`src/rtl/dp_patgen_if.sv`:
```
// Pixel-FIFO read port shared by the pixel source (slave) and the stuffer that
// drains it (master).
interface dp_patgen_if;
  logic [47:0] fifodo;
  logic        fiforden;
  logic        fifoempty;

  modport master (output fiforden, input fifodo, input fifoempty);
  modport slave  (input fiforden, output fifodo, output fifoempty);
endinterface

```
`src/rtl/dp_patgen.sv`:
```
// Synthetic pixel source standing in for the DMA/pixel FIFO: one frame of
// hact x vact pixels per dmastart, served as pixel pairs on the FIFO read port.
module dp_patgen #(
  parameter int CHKLOG = 4
) (
  input  logic             dpclk,
  input  logic             reset,
  input  logic             dmastart,
  input  logic [15:0]      hact,
  input  logic [15:0]      vact,
  input  logic [1:0]       mode,
  dp_patgen_if.slave       fifo
);

  logic [15:0] x_q, x_d;
  logic [15:0] y_q, y_d;
  logic [7:0]  frame_q, frame_d;
  logic [31:0] prng_q, prng_d;
  logic [1:0]  mode_q, mode_d;
  logic [31:0] pairs_q, pairs_d;
  logic [15:0] hact_q, hact_d;
  logic [2:0]  bar_q, bar_d;
  logic [15:0] boff_q, boff_d;
  logic [47:0] fifodo_q, fifodo_d;
  logic        empty_q, empty_d;

  logic [15:0] bar_w_s;
  logic [15:0] boff_a_s, boff1_s, boff_b_s, boff2_s;
  logic [2:0]  bar1_s, bar2_s;
  logic [15:0] x1_s;
  logic        pix1_valid_s;
  logic [23:0] pix0_s, pix1_s;
  logic [31:0] prng_a_s, prng_b_s;
  logic        line_end_s;
  logic        rd_s;
  logic [15:0] half_s;

  function automatic logic [31:0] lcg_step(input logic [31:0] s);
    return s * 32'd1664525 + 32'd1013904223;
  endfunction

  function automatic logic [2:0] bar_inc(input logic [2:0] b);
    return (b == 3'd7) ? 3'd7 : b + 3'd1;
  endfunction

  function automatic logic [23:0] bar_colour(input logic [2:0] idx);
    case (idx)
      3'd0:    return 24'hFFFFFF;
      3'd1:    return 24'hFFFF00;
      3'd2:    return 24'h00FFFF;
      3'd3:    return 24'h00FF00;
      3'd4:    return 24'hFF00FF;
      3'd5:    return 24'hFF0000;
      3'd6:    return 24'h0000FF;
      default: return 24'h000000;
    endcase
  endfunction

  function automatic logic [23:0] pix_colour(input logic [1:0] m, input logic [15:0] p,
                                             input logic [2:0] bar, input logic chk_y,
                                             input logic fr0);
    case (m)
      2'd0:    return bar_colour(bar);
      2'd1:    return {3{p[7:0]}};
      2'd2:    return (p[CHKLOG] ^ chk_y ^ fr0) ? 24'hFFFFFF : 24'h000000;
      default: return 24'h000000;
    endcase
  endfunction

  // State register with synchronous reset
  always_ff @(posedge dpclk) begin
    if (reset) begin
      x_q      <= 16'd0;
      y_q      <= 16'd0;
      frame_q  <= 8'd0;
      prng_q   <= 32'd0;
      mode_q   <= 2'd0;
      pairs_q  <= 32'd0;
      hact_q   <= 16'd0;
      bar_q    <= 3'd0;
      boff_q   <= 16'd0;
      fifodo_q <= 48'd0;
      empty_q  <= 1'b1;
    end else begin
      x_q      <= x_d;
      y_q      <= y_d;
      frame_q  <= frame_d;
      prng_q   <= prng_d;
      mode_q   <= mode_d;
      pairs_q  <= pairs_d;
      hact_q   <= hact_d;
      bar_q    <= bar_d;
      boff_q   <= boff_d;
      fifodo_q <= fifodo_d;
      empty_q  <= empty_d;
    end
  end

  // Pixel generation and next-state logic
  always_comb begin
    // Bar tracking walks offset-within-bar forward for pixels x+1 and x+2
    bar_w_s  = (hact_q[15:3] == 13'd0) ? 16'd1 : {3'd0, hact_q[15:3]};
    boff_a_s = boff_q + 16'd1;
    if (boff_a_s >= bar_w_s) begin
      bar1_s  = bar_inc(bar_q);
      boff1_s = 16'd0;
    end else begin
      bar1_s  = bar_q;
      boff1_s = boff_a_s;
    end
    boff_b_s = boff1_s + 16'd1;
    if (boff_b_s >= bar_w_s) begin
      bar2_s  = bar_inc(bar1_s);
      boff2_s = 16'd0;
    end else begin
      bar2_s  = bar1_s;
      boff2_s = boff_b_s;
    end

    x1_s         = x_q + 16'd1;
    pix1_valid_s = ({1'b0, x_q} + 17'd1) < {1'b0, hact_q};
    pix0_s       = pix_colour(mode_q, x_q, bar_q, y_q[CHKLOG], frame_q[0]);
    if (pix1_valid_s) begin
      pix1_s = pix_colour(mode_q, x1_s, bar1_s, y_q[CHKLOG], frame_q[0]);
    end else begin
      pix1_s = 24'h000000;
    end

    prng_a_s   = lcg_step(prng_q);
    prng_b_s   = lcg_step(prng_a_s);
    line_end_s = ({1'b0, x_q} + 17'd2) >= {1'b0, hact_q};
    rd_s       = fifo.fiforden & ~empty_q & ~dmastart;
    half_s     = {1'b0, hact[15:1]} + {15'd0, hact[0]};

    x_d      = x_q;
    y_d      = y_q;
    frame_d  = frame_q;
    prng_d   = prng_q;
    mode_d   = mode_q;
    pairs_d  = pairs_q;
    hact_d   = hact_q;
    bar_d    = bar_q;
    boff_d   = boff_q;
    fifodo_d = fifodo_q;
    empty_d  = empty_q;

    if (dmastart) begin
      x_d      = 16'd0;
      y_d      = 16'd0;
      prng_d   = 32'd0;
      fifodo_d = 48'd0;
      mode_d   = mode;
      frame_d  = frame_q + 8'd1;
      hact_d   = hact;
      bar_d    = 3'd0;
      boff_d   = 16'd0;
      pairs_d  = {16'd0, half_s} * {16'd0, vact};
      empty_d  = (hact == 16'd0) || (vact == 16'd0);
    end else if (rd_s) begin
      if (mode_q == 2'd3) begin
        fifodo_d = {prng_a_s[23:0], prng_q[23:0]};
        prng_d   = prng_b_s;
      end else begin
        fifodo_d = {pix1_s, pix0_s};
      end
      pairs_d = pairs_q - 32'd1;
      empty_d = (pairs_q == 32'd1);
      if (line_end_s) begin
        x_d    = 16'd0;
        y_d    = y_q + 16'd1;
        bar_d  = 3'd0;
        boff_d = 16'd0;
      end else begin
        x_d    = x_q + 16'd2;
        bar_d  = bar2_s;
        boff_d = boff2_s;
      end
    end else begin
      fifodo_d = fifodo_q;
    end
  end

  assign fifo.fifodo    = fifodo_q;
  assign fifo.fifoempty = empty_q;

endmodule

```
`src/flat_wrapper.sv`:
```
// flat-port wrapper written by rule: the top's interface ports become plain ports
module dp_patgen_flat 
#(
  parameter int CHKLOG = 4
)
  (dpclk, reset, dmastart, hact, vact, mode, fifo_fiforden, fifo_fifodo, fifo_fifoempty);
  dp_patgen_if fifo_i ();
  input  logic dpclk;
  input  logic reset;
  input  logic dmastart;
  input  logic [15:0] hact;
  input  logic [15:0] vact;
  input  logic [1:0] mode;
  input wire logic [$bits(fifo_i.fiforden)-1:0] fifo_fiforden;
  output wire logic [$bits(fifo_i.fifodo)-1:0] fifo_fifodo;
  output wire logic [$bits(fifo_i.fifoempty)-1:0] fifo_fifoempty;
  assign fifo_i.fiforden = fifo_fiforden;
  assign fifo_fifodo = fifo_i.fifodo;
  assign fifo_fifoempty = fifo_i.fifoempty;
  dp_patgen #(.CHKLOG(CHKLOG)) u_core (.dpclk(dpclk), .reset(reset), .dmastart(dmastart), .hact(hact), .vact(vact), .mode(mode), .fifo(fifo_i));
endmodule
```
`config.mk`:
```
export PLATFORM = sky130hd
export DESIGN_NAME = dp_patgen_flat
export DESIGN_NICKNAME = d
export VERILOG_FILES = /design/src/rtl/dp_patgen_if.sv /design/src/rtl/dp_patgen.sv /design/src/flat_wrapper.sv
export SDC_FILE = /design/constraint.sdc
export NUM_CORES = 2
export LEC_CHECK = 0
export CAP_MARGIN = 20
export CORE_ASPECT_RATIO = 1.5
export CORE_MARGIN = 1.5
export CORE_UTILIZATION = 47
export DETAILED_ROUTE_END_ITERATION = 6
export GPL_ROUTABILITY_DRIVEN = 0
export HOLD_SLACK_MARGIN = 0.15
export PLACE_DENSITY = 0.67
export SLEW_MARGIN = 20
export SYNTH_ARGS = -nofsm -noshare
export SYNTH_HDL_FRONTEND = slang
export SYNTH_SLANG_ARGS = --single-unit
```
`constraint.sdc`:
```
create_clock -name dpclk -period 10.3 [get_ports dpclk]
set_clock_uncertainty 0.1 [all_clocks]
set_input_delay 3.09 -clock dpclk [delete_from_list [all_inputs] [get_ports dpclk]]
set_output_delay 3.09 -clock dpclk [all_outputs]
set_load 0.05 [all_outputs]
```
==> out/qor.yml <==
timing:
  slew_headroom_pct: 23.9
  setup_viol: 0
  post-route-min-period_ps: 10030
  rsz0062_at_grt: "no"
  hold_viol: 0
  drv_slew: 0
  timing.fmax_mhz: 99.8
  max_slew.worst_pin.slew_ps: 1110
  period_share_pct: 97.3
  layout_setup_ws_ps: 275
global_routing:
  antenna_found_initial: 0
  grt_pass1_wl_mm: 118
  use_met2_pct: 49.9
  grt_max_degree: 61
  top_usage_layer: "met2"
  grt_use_met3_pct: 2.29
  grt_usage_pct: 26.4
  grt_pass1_vias: 22700
  use_met1_pct: 27.2
  grt_overflow: 0
floorplan:
  die_w_um: 195
  row_count: 105
  die_h_um: 291
  start_util_pct: 47.5
  io_pins: 87
  die-area_um2: 56700
  coreArea_um2: 54700
setup_path:
  path_class: "in -> reg"
  critPathMostFrequentCell: "fa_1"
  critPathMaxFanout: 4
  worstPathArrival_ps: 10250
  critPathRequiredTime_ps: 10520
  cpPeakStageDelay_ps: 550
  rr_worst_depth: 39
  end_kind: "flip-flop"
  critPathSlowestCell: "fa_1"
  worstSetupStartpointType: "primary input"
outcome:
  status: "completed"
finish:
  fill_cells: 4945
  area_delta_synth_final_pct: 12.6
  diodes: 0
  layout_common_cells: "inv_1 (562), ha_1 (385), fa_1 (343), nand2_1 (279), nor2_1 (171)"
  multi_input_area_um2: 20300
  layout_commonest_cell: "inv_1"
  nNetsFinal: 3920
  fin_cells: 3856
  drive_gt1_share_pct: 8.23
  regArea_um2: 3240
detailed_routing:
  wire_per_inst_um: 19.1
  drt_iter0_drc: 1094
  ant_nets: 0
  dr.pass1.iters: 5
  drt-total-wl_mm: 73.8
  remaining_drc_errors: 0
  via_per_inst: 5.56
  via_count: 21400
synth:
  synthArstFlopShare_pct: 0
  yosys_warnings: 0
  syn_inst: 2998
  synth.distinct_cells: 71
  synth-edff-count: 0
  synth_ff_type: "dfxtp_1"
  synth-seq-area-share_pct: 12.5
  postSynthAreaPerCell_um2: 8.66
  syn_area_um2: 26000
  yosys_register_bits: 162
clocking:
  cts_buffers: 17
  htree_levels: 4
  cts_tree: "yes"
  clkLatencyLatePin_ps: 460
  clock-sinks: 162
  cts_buffer_depth: 2
  root_buffer: "clkbuf_16"
  hold_buffers: 0
  cts.clk_slew.worst_paths_ps: 70
place:
  portBuffers: 86
  dpl_worst_slack_ps: -875
  dp_hpwl_mm: 62.0
  dpl.cell_count: 3821
hold_path:
  holdPathStages: 2
  min-delay-path-class: "reg -> reg"
run:
  max_cap_violations: 0
power_and_ir_drop:
  total_power_mw: 7.50
  p_per_area_nw_per_um2: 257
  peakVddDrop_mv: 0.295
  p_leak_nw: 14.5
-- cell usage after synthesis (20+ instances only) --
master | instances | area share, %
a211oi_1 | 31 | 0.90
a21o_1 | 41 | 1.2
a21oi_1 | 139 | 2.7
a22oi_1 | 28 | 0.81
and2_1 | 95 | 2.3
and3_1 | 27 | 0.65
clkbuf_1 | 113 | 1.6
dfxtp_1 | 162 | 12
fa_1 | 344 | 27
ha_1 | 390 | 19
inv_1 | 563 | 8.1
nand2_1 | 280 | 4.0
nand3_1 | 42 | 0.81
nand4_1 | 22 | 0.53
nor2_1 | 175 | 2.5
nor4_1 | 26 | 0.63
o21a_1 | 22 | 0.64
o21ai_0 | 73 | 1.4
o221ai_1 | 20 | 0.67
xnor2_1 | 122 | 4.1
xor2_1 | 63 | 2.1
-- through the flow --
stage	setup TNS [ps]	cell area (um^2)	hold WS, ps	utilization (%)
floorplan	0	26000	348	-
global placement	-5490	28500	359	52.1
detailed placement	-8250	28500	364	52.1
CTS	-39.9	29100	373	53.3
global route	0	29200	390	53.5
finish	0	29200	384	53.5
-- flip-flops by register name, indices dropped and copies added (netlist names) --
name	count
u_core.bar_q	3
u_core.boff_q	16
u_core.hact_q	16
u_core.prng_q	23
u_core.pairs_q	32
u_core.x_q	15
u_core.mode_q	2
u_core.frame_q	1
u_core.fifo.fifoempty	1
u_core.y_q	5
u_core.fifo.fifodo	48
-- path summary, 6_finish.rpt --
kind | startpoint | endpoint | slack, ps
setup reg to reg | u_core.prng_q[6] | u_core.prng_q[23] | 300
hold reg to reg | u_core.fifo.fifodo[29] | u_core.fifo.fifodo[29] | 380
setup / recovery | hact[5] | u_core.pairs_q[24] | 270
hold / removal | u_core.fifo.fifodo[29] | u_core.fifo.fifodo[29] | 380
-- worst max-delay path, delay by kind of cell --
kind	cells	cell delay [ps]
compound gates	8	1530
simple gates	9	1380
buf+inv	5	490
fa+ha+maj	7	3340
xor+xnor	2	400
-- cell families after synthesis --
| group | count (synthesis) | share of synthesized area [%] |
|---|---|---|
| simple gates | 768 | 14.1 |
| fa+ha+maj | 734 | 45.3 |
| buf+inv | 686 | 9.92 |
| compound gates | 439 | 11.1 |
| xor+xnor | 186 | 6.32 |
| flops | 162 | 12.5 |
| mux | 21 | 0.819 |
| other cells | 2 | 0.0289 |
-- power breakdown --
part,leakage [nW],switching (mW),internal [mW],total [mW]
Clock,0.263,0.283,0.347,0.631
Sequential,1.32,0.0478,0.683,0.731
Combinational,12.9,3.20,2.94,6.14
-- metal layers --
layer	up-vias	wire [um]	share of wire, %
met5	-	0	0
met4	0	5810	7.9
met3	266	2570	3.5
met2	659	39400	53
met1	10600	26100	35
li1	9917	-	-
-- layout make-up --
cell class,instances,area share (%)
Multi-Input combinational cell,2154,69.6
Sequential cell,162,11.1
Inverter,563,7.23
Timing Repair Buffer,250,7.20
Tap cell,695,2.97
Clock buffer,22,1.59
Clock inverter,10,0.355
-- repair_timing --
item                       4_1_cts  5_1_grt
pin swaps                        4       23
buffers inserted                 3        0
gates cloned                     0        0
setup endpoints to repair       11       12
resized for setup                8       36
(Power assumes the default switching activity.)
